[src/rtl/gsu_bus_pkg.sv]
// Shared types and defaults for the GSU cartridge bus arbiter.
package gsu_bus_pkg;

  typedef enum logic [1:0] {
    IDLE,
    ACCESS,
    DONE
  } port_state_e;

  localparam int DEF_ROM_WAIT = 3;
  localparam int DEF_RAM_WAIT = 2;

endpackage

[src/rtl/gsu_bus_port.sv]
// One GSU-side bus port: req/ack wait-state FSM with latched address/data.
// Strobes are registered; the top gates them with bus ownership.
module gsu_bus_port
  import gsu_bus_pkg::*;
#(
  parameter int AW   = 8,
  parameter int WAIT = 0
) (
  input  logic          clk,
  input  logic          rst,
  input  logic          own,
  input  logic          req,
  input  logic          we,
  input  logic [AW-1:0] addr,
  input  logic [7:0]    wdata,
  input  logic [7:0]    pin_data,
  output logic          ack,
  output logic [7:0]    rdata,
  output logic [AW-1:0] acc_addr,
  output logic [7:0]    acc_wdata,
  output logic          acc_rd,
  output logic          acc_wr
);

  if (WAIT < 0 || WAIT > 15) begin : g_wait_range
    $error("gsu_bus_port: WAIT must be within 0..15");
  end

  port_state_e state;
  logic [3:0]  cnt;
  logic        pend;

  // pend is req qualified by ownership one cycle late; it is dropped in DONE
  // so a requester that releases req right after ack never retriggers.
  always_ff @(posedge clk) begin
    if (rst) begin
      state     <= IDLE;
      cnt       <= '0;
      pend      <= 1'b0;
      ack       <= 1'b0;
      rdata     <= '0;
      acc_addr  <= '0;
      acc_wdata <= '0;
      acc_rd    <= 1'b0;
      acc_wr    <= 1'b0;
    end else begin
      ack  <= 1'b0;
      pend <= req & own & (state != DONE);
      case (state)
        IDLE: begin
          if (pend && own) begin
            state     <= ACCESS;
            cnt       <= 4'(WAIT);
            acc_addr  <= addr;
            acc_wdata <= wdata;
            acc_rd    <= ~we;
            acc_wr    <= we;
          end
        end
        ACCESS: begin
          if (!own) begin
            state  <= IDLE;
            acc_rd <= 1'b0;
            acc_wr <= 1'b0;
          end else if (cnt == 4'd0) begin
            if (acc_rd) rdata <= pin_data;
            state  <= DONE;
            ack    <= 1'b1;
            acc_rd <= 1'b0;
            acc_wr <= 1'b0;
          end else begin
            cnt <= cnt - 4'd1;
          end
        end
        DONE:    state <= IDLE;
        default: state <= IDLE;
      endcase
    end
  end

endmodule

[src/rtl/gsu_bus_arbiter.sv]
// Game Pak ROM/RAM bus arbiter: SNES passthrough vs GSU wait-state accesses.
// Define GSU_BUS_STATS_EN to add the saturating wait_cnt stall counter.
module gsu_bus_arbiter
  import gsu_bus_pkg::*;
#(
  parameter int ROM_AW   = 21,
  parameter int RAM_AW   = 17,
  parameter int ROM_WAIT = DEF_ROM_WAIT,
  parameter int RAM_WAIT = DEF_RAM_WAIT
) (
  input  logic              clkin,
  input  logic              RESET,
  input  logic              ron,
  input  logic              ran,
  input  logic              snes_rom_rd,
  input  logic [ROM_AW-1:0] snes_rom_addr,
  input  logic              snes_ram_rd,
  input  logic              snes_ram_wr,
  input  logic [RAM_AW-1:0] snes_ram_addr,
  input  logic [7:0]        snes_wdata,
  input  logic              gsu_rom_req,
  input  logic [ROM_AW-1:0] gsu_rom_addr,
  output logic              gsu_rom_ack,
  output logic [7:0]        gsu_rom_rdata,
  input  logic              gsu_ram_req,
  input  logic              gsu_ram_we,
  input  logic [RAM_AW-1:0] gsu_ram_addr,
  input  logic [7:0]        gsu_ram_wdata,
  output logic              gsu_ram_ack,
  output logic [7:0]        gsu_ram_rdata,
  output logic [ROM_AW-1:0] rom_addr,
  input  logic [7:0]        rom_data,
  output logic              ROM_CE,
  output logic [RAM_AW-1:0] ram_addr,
  input  logic [7:0]        ram_din,
  output logic [7:0]        ram_dout,
  output logic              ram_doe,
  output logic              RAM_OE,
  output logic              RAM_WE
`ifdef GSU_BUS_STATS_EN
  ,
  output logic [15:0]       wait_cnt
`endif
);

  logic [ROM_AW-1:0] rom_acc_addr;
  logic [RAM_AW-1:0] ram_acc_addr;
  logic [7:0]        ram_acc_wdata, rom_wdata_unused;
  logic              rom_rd, rom_wr, ram_rd, ram_wr;

  gsu_bus_port #(.AW(ROM_AW), .WAIT(ROM_WAIT)) u_rom (
    .clk(clkin), .rst(RESET), .own(ron), .req(gsu_rom_req), .we(1'b0),
    .addr(gsu_rom_addr), .wdata(8'h00), .pin_data(rom_data),
    .ack(gsu_rom_ack), .rdata(gsu_rom_rdata), .acc_addr(rom_acc_addr),
    .acc_wdata(rom_wdata_unused), .acc_rd(rom_rd), .acc_wr(rom_wr)
  );

  gsu_bus_port #(.AW(RAM_AW), .WAIT(RAM_WAIT)) u_ram (
    .clk(clkin), .rst(RESET), .own(ran), .req(gsu_ram_req), .we(gsu_ram_we),
    .addr(gsu_ram_addr), .wdata(gsu_ram_wdata), .pin_data(ram_din),
    .ack(gsu_ram_ack), .rdata(gsu_ram_rdata), .acc_addr(ram_acc_addr),
    .acc_wdata(ram_acc_wdata), .acc_rd(ram_rd), .acc_wr(ram_wr)
  );

  // Ownership gates the pins combinationally, so losing it releases strobes at once.
  always_comb begin
    rom_addr = ron ? rom_acc_addr  : snes_rom_addr;
    ROM_CE   = ron ? ~(rom_rd | rom_wr) : ~snes_rom_rd;
    ram_addr = ran ? ram_acc_addr  : snes_ram_addr;
    RAM_OE   = ran ? ~ram_rd        : ~snes_ram_rd;
    RAM_WE   = ran ? ~ram_wr        : ~snes_ram_wr;
    ram_doe  = ran ? ram_wr         : snes_ram_wr;
    ram_dout = ran ? ram_acc_wdata  : snes_wdata;
  end

`ifdef GSU_BUS_STATS_EN
  logic stall;
  assign stall = (gsu_rom_req & ~gsu_rom_ack) | (gsu_ram_req & ~gsu_ram_ack);

  always_ff @(posedge clkin) begin
    if (RESET)                            wait_cnt <= '0;
    else if (stall && wait_cnt != 16'hFFFF) wait_cnt <= wait_cnt + 16'd1;
  end
`endif

endmodule
[config.mk]
export PLATFORM = sky130hd
export DESIGN_NAME = gsu_bus_arbiter
export DESIGN_NICKNAME = d
export VERILOG_FILES = /design/src/rtl/gsu_bus_pkg.sv /design/src/rtl/gsu_bus_port.sv /design/src/rtl/gsu_bus_arbiter.sv
export SDC_FILE = /design/constraint.sdc
export NUM_CORES = 1
export LEC_CHECK = 0
export ABC_AREA = 1
export BUFFER_PORTS_ARGS = -buffer_cell sky130_fd_sc_hd__buf_2
export CAP_MARGIN = 20
export CORE_MARGIN = 5
export CORE_UTILIZATION = 49
export CTS_CLUSTER_DIAMETER = 40
export DETAILED_ROUTE_END_ITERATION = 12
export PLACE_DENSITY = 0.92
export SYNTH_ARGS = -nofsm -noshare
export SYNTH_HDL_FRONTEND = slang
export SYNTH_SLANG_ARGS = --single-unit
[constraint.sdc]
create_clock -name clkin -period 2.4 [get_ports clkin]
set_input_delay 0.12 -clock clkin [delete_from_list [all_inputs] [get_ports clkin]]
set_output_delay 0.12 -clock clkin [all_outputs]
set_load 0.005 [all_outputs]
==> results_dict.tcl <==
set metrics [dict create \
    avgSynthCellArea_um2 6.77 \
    clock.fmax_ghz 0.607 \
    cts_hold_buf 0 \
    cts_resized 0 \
    post-place-ws_ps 756 \
    design.core.area_um2 7250 \
    num_io_pins 186 \
    slew_violations 0 \
    grt_pass1_wl_um 15600 \
    yosysMostFrequentCell "nand2_1" \
    synth_seq_cells 81 \
    ys.flop_type "dfxtp_1" \
    portBuffers 185 \
    cts_inserted_buffers 9 \
    fp.dieH_um 96.2 \
    grt_pass1_vias 3702 \
    antenna_found_initial 0 \
    grtUsageTotal_pct 21.0 \
    synth_top_area_cell "dfxtp_1" \
    ctsRootBufferMaster "clkbuf_8" \
    area_growth_syn_to_layout_pct 32.3 \
    critPathArrivalTime_ps 1530 \
    vdd_ir_drop_max_uv 342 \
    r2r_cells 5 \
    worstHoldPathCells 3 \
    synthArstFlopShare_pct 0 \
    rsz0062_at_grt "no" \
    critPathMaxFanout 30 \
    setup_violations 0 \
    final_antenna_net_count 0 \
    vias_per_cell 4.89 \
    crit_type "in -> out" \
    syn_nets 660 \
    cts_sinks 81 \
    whs_ps 27.1 \
    hp-class "in -> reg" \
    dr.first_iter.drc_count 126 \
    status "completed" \
    clk_path_buf_depth 2 \
    drive_gt1_share_pct 32.1 \
    synth_edf_count 0 \
    ys.warnings.count 0 \
    place_area_um2 4560 \
    skew_ps 8.46 \
    min_period_ps 1650 \
    synthCells 538 \
    cp-end-kind "primary output" \
    finalHoldViolations 0 \
    totalNegativeSetupSlack_ps 0 \
    cap_violations 0 \
    synth.area.top_cells "dfxtp_1, nand2_1, nor2_1" \
    yosysTopAreaCellShare_pct 44.5 \
    cts_setup_buffers 0 \
    p_total_mw 3.02 \
    period_share_pct 68.7 \
    ys_seq_area_share_pct 44.5 \
    clkTransAtPathRegs_ps 80 \
    wirelength_um 10100 \
    die_x_um 96.2 \
    synth.distinct_cells 27 \
    start_util_pct 50.3 \
    route.detailed.drc 0 \
    nets 831 \
    ys_top_cells_by_count "nand2_1, nor2_1, dfxtp_1" \
    maxSlewHeadroom_pct 51.6 \
    grt_max_degree 55 \
    worst_pin_slew_ps 726 \
    power_density_nw_per_um2 626 \
    htree_levels 3 \
    fillers 621 \
    start_kind "primary input" \
    gp_congestion 0.793 \
    dp_hpwl_um 7600 \
    routedWlPerCell_um 12.4 \
    tritoncts "built" \
    insertion_delay_ps 330 \
    rows 31 \
    leakage_nw 2.44 \
    die_area_um2 9260 \
    grt_overflow 0 \
    fin_ws_ps 751 \
    netlist_area_um2 3640 \
    required_ps 2280 \
    num_vias 3976 \
    drtPass1Iterations 4 \
    design_area_um2 4820 \
    antenna_cells 0 \
]
==> sequential cells by signal, indices dropped and copies added (netlist names) <==
| signal | cells |
|---|---|
| u_ram.cnt | 4 |
| u_rom.ack | 1 |
| u_ram.state | 2 |
| u_ram.rdata | 8 |
| u_ram.pend | 1 |
| u_ram.ack | 1 |
| u_ram.acc_addr | 17 |
| u_rom.pend | 1 |
| u_ram.acc_rd | 1 |
| u_rom.acc_rd | 1 |
| u_rom.cnt | 4 |
| u_rom.state | 2 |
| u_ram.acc_wdata | 8 |
| u_rom.rdata | 8 |
| u_ram.acc_wr | 1 |
| u_rom.acc_addr | 21 |
==> power breakdown <==
group | switching [mW] | internal (mW) | total, mW
Clock | 0.462 | 0.794 | 1.26
Sequential | 0.0200 | 1.38 | 1.40
Combinational | 0.199 | 0.163 | 0.362
==> worst max-delay path, stage by stage <==
cell and delay, ps:
buf_2 430, inv_2 330, or2_2 360, o21ai_0 100
inv_1 60, buf_2 130
==> cell usage in the layout (no fill, tap or decap), drive strengths merged, types with 4 or more instances in the layout <==
master / Yosys / routed
nand3: 27 / 27
clkbuf: 11 / 10
a21oi: 27 / 27
buf: 15 / 186
ha: 4 / 4
inv: 19 / 19
nand2: 183 / 183
o21ai: 53 / 53
bufinv: 0 / 4
nor3: 5 / 5
dfxtp: 81 / 81
nor2: 108 / 108
==> kinds of logic (layout without fill, tap and decap cells) <==
family / Yosys count / in the layout / share of synthesized area (%)
AO/OA/AOI/OAI: 82 / 82 / 11.4
adder cells (fa/ha/maj): 4 / 4 / 1.37
buffers and inverters: 45 / 221 / 5.77
flip-flops: 81 / 81 / 44.5
AND/OR/NAND/NOR: 326 / 326 / 37.0
==> worst paths after layout <==
path,startpoint,endpoint,slack (ps)
setup / recovery,ran,ram_doe,750
hold / removal,gsu_ram_req,u_ram.pend$_SDFF_PP0_,30
setup reg to reg,u_rom.state[0]$_SDFFE_PP0P_,u_rom.acc_addr[7]$_SDFFE_PP0P_,840
hold reg to reg,u_ram.cnt[0]$_SDFFE_PP0P_,u_ram.cnt[0]$_SDFFE_PP0P_,460
==> cell type report <==
class	count	area, µm²	area share (%)
multi-input combinational	412	1810	37.6
sequential	81	1620	33.6
timing repair buffer	186	933	19.4
clock inverter	6	130	2.70
clock buffer	10	128	2.65
tap	99	124	2.57
inverter	19	71.3	1.48
==> through the flow <==
stage          util [%]  instances
6_report           66.5        813
5_1_grt            66.5        813
4_1_cts            66.5        813
3_5_place_dp       62.9        797
3_3_place_gp       62.9        797
2_1_floorplan         -        538
==> layer usage <==
| metal | up-vias | GRT usage, % | part of all wire, % |
|---|---|---|---|
| met2 | 143 | 39.5 | 52 |
| met5 | - | 0 | 0 |
| met3 | 13 | 5.47 | 7.7 |
| met4 | 0 | 5.81 | 1.4 |
| li1 | 2041 | - | - |
| met1 | 1779 | 22.8 | 39 |
Note: power is estimated with default switching activity, not from simulation.
